## src/rtl/spi_frame_master_pkg.sv

```systemverilog
// rtl/spi_frame_master_pkg.sv - shared state encoding and SPI mode constants for the frame master
package spi_frame_master_pkg;

    typedef enum logic [2:0] {
        ST_IDLE,
        ST_LOAD,
        ST_SETUP,
        ST_XFER,
        ST_HOLD
    } state_e;

    // Mode 0: SCK idles low, data launched on fall and captured on rise.
    localparam logic SPI_CPOL = 1'b0;

    localparam int DEFAULT_CLK_DIV      = 4;
    localparam int DEFAULT_FRAME_BYTES  = 64;
    localparam int DEFAULT_SETUP_HALVES = 1;

endpackage

```

## src/rtl/spi_sck_gen.sv

```systemverilog
// rtl/spi_sck_gen.sv - SCK half-period tick counter
module spi_sck_gen #(
    parameter int CLK_DIV = 4
) (
    input  logic clk,
    input  logic rst_n,
    input  logic clear,
    input  logic enable,
    output logic tick
);

    localparam int             CW   = (CLK_DIV > 2) ? $clog2(CLK_DIV) : 1;
    localparam logic [CW-1:0]  LAST = CW'(CLK_DIV - 1);

    logic [CW-1:0] cnt_q;
    logic [CW-1:0] cnt_d;

    always_comb begin
        cnt_d = cnt_q;
        if (clear) begin
            cnt_d = '0;
        end else if (enable) begin
            cnt_d = (cnt_q == LAST) ? '0 : cnt_q + CW'(1);
        end
    end

    assign tick = enable && !clear && (cnt_q == LAST);

    always_ff @(posedge clk or negedge rst_n) begin
        if (!rst_n) begin
            cnt_q <= '0;
        end else begin
            cnt_q <= cnt_d;
        end
    end

endmodule

```

## src/rtl/spi_frame_master.sv

```systemverilog
// rtl/spi_frame_master.sv - mode-0 SPI master moving one FRAME_BYTES frame per start under one SSEL
module spi_frame_master
    import spi_frame_master_pkg::*;
#(
    parameter int CLK_DIV      = DEFAULT_CLK_DIV,
    parameter int FRAME_BYTES  = DEFAULT_FRAME_BYTES,
    parameter int SETUP_HALVES = DEFAULT_SETUP_HALVES
) (
    input  logic       clk,
    input  logic       rst_n,
    input  logic       start,
    input  logic [7:0] tx_data,
    input  logic       tx_valid,
    output logic       tx_ready,
    output logic [7:0] rx_data,
    output logic       rx_valid,
    output logic       busy,
    output logic       done,
    output logic       SCK,
    output logic       MOSI,
    input  logic       MISO,
    output logic       SSEL
);

    localparam int            HW    = (SETUP_HALVES > 2) ? $clog2(SETUP_HALVES) : 1;
    localparam logic [HW-1:0] HLAST = HW'(SETUP_HALVES - 1);
    localparam logic [8:0]    NBYTE = 9'(FRAME_BYTES);

    state_e      state_q, state_d;
    logic [6:0]  tx_shift_q, tx_shift_d;
    logic [7:0]  rx_shift_q, rx_shift_d;
    logic [2:0]  bit_cnt_q, bit_cnt_d;
    logic [8:0]  byte_cnt_q, byte_cnt_d;
    logic [HW-1:0] half_cnt_q, half_cnt_d;
    logic        sck_q, sck_d;
    logic        mosi_q, mosi_d;
    logic        ssel_q, ssel_d;
    logic [7:0]  rx_data_q, rx_data_d;
    logic        rx_valid_q, rx_valid_d;
    logic        busy_q, busy_d;
    logic        done_q, done_d;

    logic        tick;
    logic        sck_clear;
    logic        sck_en;

    assign sck_en    = (state_q == ST_SETUP) || (state_q == ST_XFER) || (state_q == ST_HOLD);
    assign sck_clear = (state_q == ST_LOAD) && tx_valid && (byte_cnt_q == 9'd0);

    spi_sck_gen #(
        .CLK_DIV (CLK_DIV)
    ) u_sck_gen (
        .clk    (clk),
        .rst_n  (rst_n),
        .clear  (sck_clear),
        .enable (sck_en),
        .tick   (tick)
    );

    always_comb begin
        state_d    = state_q;
        tx_shift_d = tx_shift_q;
        rx_shift_d = rx_shift_q;
        bit_cnt_d  = bit_cnt_q;
        byte_cnt_d = byte_cnt_q;
        half_cnt_d = half_cnt_q;
        sck_d      = sck_q;
        mosi_d     = mosi_q;
        ssel_d     = ssel_q;
        rx_data_d  = rx_data_q;
        rx_valid_d = 1'b0;
        busy_d     = busy_q;
        done_d     = 1'b0;

        // busy covers the done cycle so a start coincident with done is dropped
        if (done_q) begin
            busy_d = 1'b0;
        end

        case (state_q)
            ST_IDLE: begin
                if (start && !busy_q) begin
                    state_d    = ST_LOAD;
                    busy_d     = 1'b1;
                    byte_cnt_d = 9'd0;
                end
            end
            ST_LOAD: begin
                if (tx_valid) begin
                    tx_shift_d = tx_data[6:0];
                    mosi_d     = tx_data[7];
                    bit_cnt_d  = 3'd0;
                    if (byte_cnt_q == 9'd0) begin
                        state_d    = ST_SETUP;
                        ssel_d     = 1'b0;
                        half_cnt_d = '0;
                    end else begin
                        state_d = ST_XFER;
                    end
                end
            end
            ST_SETUP: begin
                if (tick) begin
                    if (half_cnt_q == HLAST) begin
                        state_d = ST_XFER;
                    end else begin
                        half_cnt_d = half_cnt_q + HW'(1);
                    end
                end
            end
            ST_XFER: begin
                if (tick && !sck_q) begin
                    sck_d      = 1'b1;
                    rx_shift_d = {rx_shift_q[6:0], MISO};
                end else if (tick) begin
                    sck_d = 1'b0;
                    if (bit_cnt_q != 3'd7) begin
                        mosi_d     = tx_shift_q[6];
                        tx_shift_d = {tx_shift_q[5:0], 1'b0};
                        bit_cnt_d  = bit_cnt_q + 3'd1;
                    end else begin
                        rx_valid_d = 1'b1;
                        rx_data_d  = rx_shift_q;
                        byte_cnt_d = byte_cnt_q + 9'd1;
                        if (byte_cnt_q + 9'd1 == NBYTE) begin
                            state_d    = ST_HOLD;
                            half_cnt_d = '0;
                        end else begin
                            state_d = ST_LOAD;
                        end
                    end
                end
            end
            ST_HOLD: begin
                if (tick) begin
                    if (half_cnt_q == HLAST) begin
                        state_d = ST_IDLE;
                        ssel_d  = 1'b1;
                        mosi_d  = 1'b0;
                        done_d  = 1'b1;
                    end else begin
                        half_cnt_d = half_cnt_q + HW'(1);
                    end
                end
            end
            default: begin
                state_d = ST_IDLE;
            end
        endcase
    end

    always_ff @(posedge clk or negedge rst_n) begin
        if (!rst_n) begin
            state_q    <= ST_IDLE;
            tx_shift_q <= '0;
            rx_shift_q <= '0;
            bit_cnt_q  <= '0;
            byte_cnt_q <= '0;
            half_cnt_q <= '0;
            sck_q      <= SPI_CPOL;
            mosi_q     <= 1'b0;
            ssel_q     <= 1'b1;
            rx_data_q  <= '0;
            rx_valid_q <= 1'b0;
            busy_q     <= 1'b0;
            done_q     <= 1'b0;
        end else begin
            state_q    <= state_d;
            tx_shift_q <= tx_shift_d;
            rx_shift_q <= rx_shift_d;
            bit_cnt_q  <= bit_cnt_d;
            byte_cnt_q <= byte_cnt_d;
            half_cnt_q <= half_cnt_d;
            sck_q      <= sck_d;
            mosi_q     <= mosi_d;
            ssel_q     <= ssel_d;
            rx_data_q  <= rx_data_d;
            rx_valid_q <= rx_valid_d;
            busy_q     <= busy_d;
            done_q     <= done_d;
        end
    end

    assign tx_ready = (state_q == ST_LOAD);
    assign rx_data  = rx_data_q;
    assign rx_valid = rx_valid_q;
    assign busy     = busy_q;
    assign done     = done_q;
    assign SCK      = sck_q;
    assign MOSI     = mosi_q;
    assign SSEL     = ssel_q;

endmodule

```

## config.mk

```make
export PLATFORM = sky130hd
export DESIGN_NAME = spi_frame_master
export DESIGN_NICKNAME = d
export VERILOG_FILES = /design/src/rtl/spi_frame_master_pkg.sv /design/src/rtl/spi_sck_gen.sv /design/src/rtl/spi_frame_master.sv
export SDC_FILE = /design/constraint.sdc
export NUM_CORES = 1
export LEC_CHECK = 0
export ABC_AREA = 0
export CAP_MARGIN = 5
export CORE_ASPECT_RATIO = 0.9
export CORE_UTILIZATION = 35
export CTS_CLUSTER_DIAMETER = 80
export DETAILED_ROUTE_END_ITERATION = 10
export GPL_TIMING_DRIVEN = 0
export PLACE_DENSITY_LB_ADDON = 0.12
export SYNTH_ARGS = -nofsm -noshare
export SYNTH_HDL_FRONTEND = slang
export SYNTH_HIERARCHICAL = 1
export SYNTH_SLANG_ARGS = --single-unit
```

## constraint.sdc

```tcl
create_clock -name clk -period 2.4 [get_ports clk]
set_input_delay 0.36 -clock clk [delete_from_list [all_inputs] [get_ports clk]]
set_output_delay 0.36 -clock clk [all_outputs]
set_load 0.05 [all_outputs]
```

==> out/summary.txt <==
RUN STATUS
----------------------------------------------------------------------------------------
Run status                                                                  finished, final reports clean

SETUP PATH
----------------------------------------------------------------------------------------
Top cell family by delay on the critical path                               simple AND/OR/NAND/NOR gates
Data arrival time at the worst-slack endpoint                                    2.43 ns
Type of the setup path with the least slack                                 input port to flip-flop
Number of cells traversed by the worst register-to-register path                      10
CP required                                                                      2.58 ns
Cell with the largest stage delay on the worst path                         clkdlybuf4s50_1
Launch point of the worst reg-to-reg path                                   byte_cnt_q[5]$_DFFE_PN0P_
Critical Path Sink Type                                                        flip-flop
Number of buffers and inverters on the critical path                                   4
Worst reg2reg path endpoint                                                 state_q[2]$_DFFE_PN0P_
Register-to-register setup slack                                                 0.21 ns
Largest driver fanout on the critical path                                            10
CP startpoint kind                                                            input port
Sequence of cells on the critical path                                      clkdlybuf4s50_1, nor2b_1, nand2_1, nor2_2, nor2_1, clkbuf_4, and4b_4, nand2_4, inv_2, buf_6, o2bb2ai_1
CP peak stage delay                                                              0.51 ns

PWR
----------------------------------------------------------------------------------------
Ratio of total power to cell area                                            492 nW/um^2
Leakage power                                                                    1.29 nW
Net switching share of the total power                                             0.209
Power share of the clock group                                                     0.408
Power share of the combinational group                                             0.036
Internal power of the cells                                                      1.12 mW
Flop pwr share                                                                     0.557
Worst IR Drop VDD                                                                 203 uV
Power dissipated by switching net loads                                         0.295 mW
Overall power of the completed layout                                            1.42 mW

CLOCK TREE
----------------------------------------------------------------------------------------
Worst skew pair latency                                                          0.30 ns
Clock H-tree levels                                                                    2
Reg clk slew, reported paths                                                     0.09 ns
Clock sinks                                                                           46
Cell at the root of the clock tree                                              clkbuf_8
Maximum buffer depth of the clock tree                                                 2
Total CTS buffers                                                                      5
TritonCTS clock tree                                                                done

PLACEMENT
----------------------------------------------------------------------------------------
Post-detailed-placement cell area                                             2660 sq um
Routability cong.                                                                  0.753
Cell total after placement                                                           336
Half-perimeter wire length after detailed placement                              3160 um
Worst slack, placed                                                            -0.343 ns
Port-buffer cells                                                                     27

LOGIC SYNTHESIS
----------------------------------------------------------------------------------------
Number of nets in the synthesized netlist                                            239
Yosys warnings                                                                         6
Prevailing post-synth register cell                                              dfrtp_1
Post-Synthesis Mean Instance Area                                             10.2 sq um
Area leader, netlist                                                             dfrtp_1
Yosys cell types                                                                      52
Most frequent cell after synthesis                                               dfrtp_1
Synthesized flop and latch total                                                      46
Fraction of synthesized cell area taken by the top area cell type                  0.498
Cell types with the largest area share after synthesis                      dfrtp_1, nand2_1, mux2i_1
Mapped Area                                                                   2260 sq um
Portion of the post-synthesis area used by sequential elements                     0.509
Synth Instances                                                                      221
Most numerous cell types in the synthesized netlist                         dfrtp_1, nand2_1, o21ai_0, inv_1, mux2i_1
Async set-reset flop share out of synthesis                                         1.00
EDFF count, synth                                                                      0

HOLD PATH
----------------------------------------------------------------------------------------
Startpoint of the tightest hold check path                                  done$_DFF_PN0_
Worst Hold Path EP                                                          busy$_DFF_PN0_
Worst min path class                                                        flip-flop to flip-flop
Cell count of the worst hold path                                                      1

FLOORPLANNING
----------------------------------------------------------------------------------------
I/O pins                                                                              28
Initial core utilization                                                           0.366
Row count                                                                             27
Vertical extent of the die                                                       78.3 um
Core outline area                                                             6180 sq um
Die ar.                                                                       6790 sq um
Floorplan die width                                                              86.8 um

FINAL LAYOUT
----------------------------------------------------------------------------------------
Final net count                                                                      280
Area overhead of the layout relative to synthesis                                  27.2%
Fraction of final layout cells sized beyond drive strength 1                       0.179
Final standard cell area without fillers                                      2880 sq um
Number of antenna repair diodes                                                        0
Final non-filler cell total                                                          350

ROUTE
----------------------------------------------------------------------------------------
Number of search-and-repair iterations in the first detailed-routing pass              4
Antenna-violating nets left                                                            0
Vias per cell                                                                       4.89
DRC errors left                                                                        0
Iteration-0 DRC count of the detailed router                                         120
Via count of the routed design                                                      1713
Final WL                                                                         4660 um
Routed wire per std cell                                                         13.3 um

GRT
----------------------------------------------------------------------------------------
Number of global-route vias before repair                                           1647
Total congestion overflow                                                              0
Global-route wire length before repair                                           8070 um
Antenna violations before repair                                                       0
GRT Resource Usage Total                                                           0.153
Maximum number of pins on one net before global-route repair                          33

RUN
----------------------------------------------------------------------------------------
Max-cap violations                                                                     0

TIMING
----------------------------------------------------------------------------------------
Transition at the pin with the smallest max-transition slack                    0.495 ns
Post-layout minimum cycle time                                                   2.24 ns
F_max                                                                          0.446 GHz
Worst-case headroom to the max-slew limit                                          0.669
Max Clock Skew                                                                0.00416 ns
Final slew viol count                                                                  0
Tcrit/Tclk final                                                                   0.935
Number of hold-slack violations in the final timing report                             0
Summed negative setup slack over all endpoints                                      0 ns
Count of final setup violators                                                         0
Final worst slack                                                               0.156 ns

-- stage by stage --
step	utilization	hold WS [ns]
detailed placement	0.430	0.304
global route	0.466	0.498
CTS	0.457	0.455
floorplan	-	0.0644
finish	0.466	0.453
global placement	0.427	0.448
-- cell type report --
class | count | area (sq um)
fill | 604 | 3300
sequential | 46 | 1150
multi-input combinational | 154 | 1030
timing repair buffer | 35 | 352
tap | 87 | 109
buffer | 10 | 88.8
clock buffer | 6 | 72.6
clock inverter | 2 | 37.5
inverter | 10 | 37.5
-- power by group through the flow --
stage / registers [mW] / clock network (mW) / logic (mW)
after floorplan: 0.802 / 0 / 0.00987
after global placement: 0.804 / 0 / 0.0477
after detailed placement: 0.803 / 0 / 0.0508
after CTS: 0.788 / 0.600 / 0.0524
after global routing: 0.790 / 0.631 / 0.0569
final: 0.788 / 0.577 / 0.0504
-- sequential cells by signal, summed over array words and instances, names as in the netlist --
name,count
done,1
tx_shift_q,7
u_sck_gen/cnt_q,2
SCK,1
MOSI,1
rx_shift_q,8
SSEL,1
bit_cnt_q,3
byte_cnt_q,9
state_q,3
rx_valid,1
rx_data,8
busy,1
-- layout by cell type, fill, tap and decap left out, drive strengths merged, types with 3 or more instances in the layout --
cell type      instances
nand3                  5
mux2i                  9
nand4                  4
mux2                   8
buf                   16
ha                     5
o22ai                  3
nor2                   7
clkdlybuf4s50         25
nand2                 44
nor3                   3
o21ai                 21
a211oi                 3
a21oi                  6
o31ai                  3
dfrtp                 45
and2                   3
inv                   10
a31oi                  3
clkbuf                 8
-- worst register-to-register path, cell delays in order (launching register included) --
cell and delay [ns]:
dfrtp_1 0.48, nor4_1 0.30, nand4_1 0.20, nor2_2 0.15, nor2_1 0.06, clkbuf_4 0.18
and4b_4 0.25, nand2_4 0.10, inv_2 0.09, buf_6 0.15, o2bb2ai_1 0.14
-- cells by family (layout without fill, tap and decap cells) --
kind of cell,Yosys count,count (layout),share of synthesized area
AND/OR/NAND/NOR,83,83,0.196
flip-flops,46,46,0.509
AO/OA/AOI/OAI,48,48,0.135
buffers and inverters,21,63,0.0492
XOR/XNOR,1,1,0.00387
adder cells (fa/ha/maj),5,5,0.0276
multiplexers,17,17,0.0796
-- worst max path at each step --
stage / from / endpoint / slack [ns] / cells after the start
5_1_grt: tx_valid / tx_shift_q[0]$_DFFE_PN0P_ / -0.00004 / 11
3_3_place_gp: rst_n / tx_shift_q[3]$_DFFE_PN0P_ / -0.45 / 1
3_5_place_dp: tx_valid / MOSI$_DFFE_PN0P_ / -0.34 / 10
6_report: tx_valid / state_q[2]$_DFFE_PN0P_ / 0.16 / 11
4_1_cts: state_q[1]$_DFFE_PN0P_ / rx_shift_q[4]$_DFFE_PN0P_ / 0.004 / 11
2_1_floorplan: byte_cnt_q[5]$_DFFE_PN0P_ / MOSI$_DFFE_PN0P_ / 0.23 / 10
-- metal layers --
metal / GRT usage / vias to the layer above / wire (um)
li1: - / 861 / -
met1: 0.224 / 825 / 2410
met2: 0.221 / 23 / 2060
met3: 0.0431 / 4 / 144
met4: 0.0400 / 0 / 48
met5: 0 / - / 0
-- repair_timing --
action,CTS,global route
hold buffers,1,0
buffers inserted,3,3
resized for setup,6,9
hold endpoints to repair,13,0
setup endpoints to repair,39,39
pin swaps,2,3
Note: power is estimated with default switching activity, not from simulation.
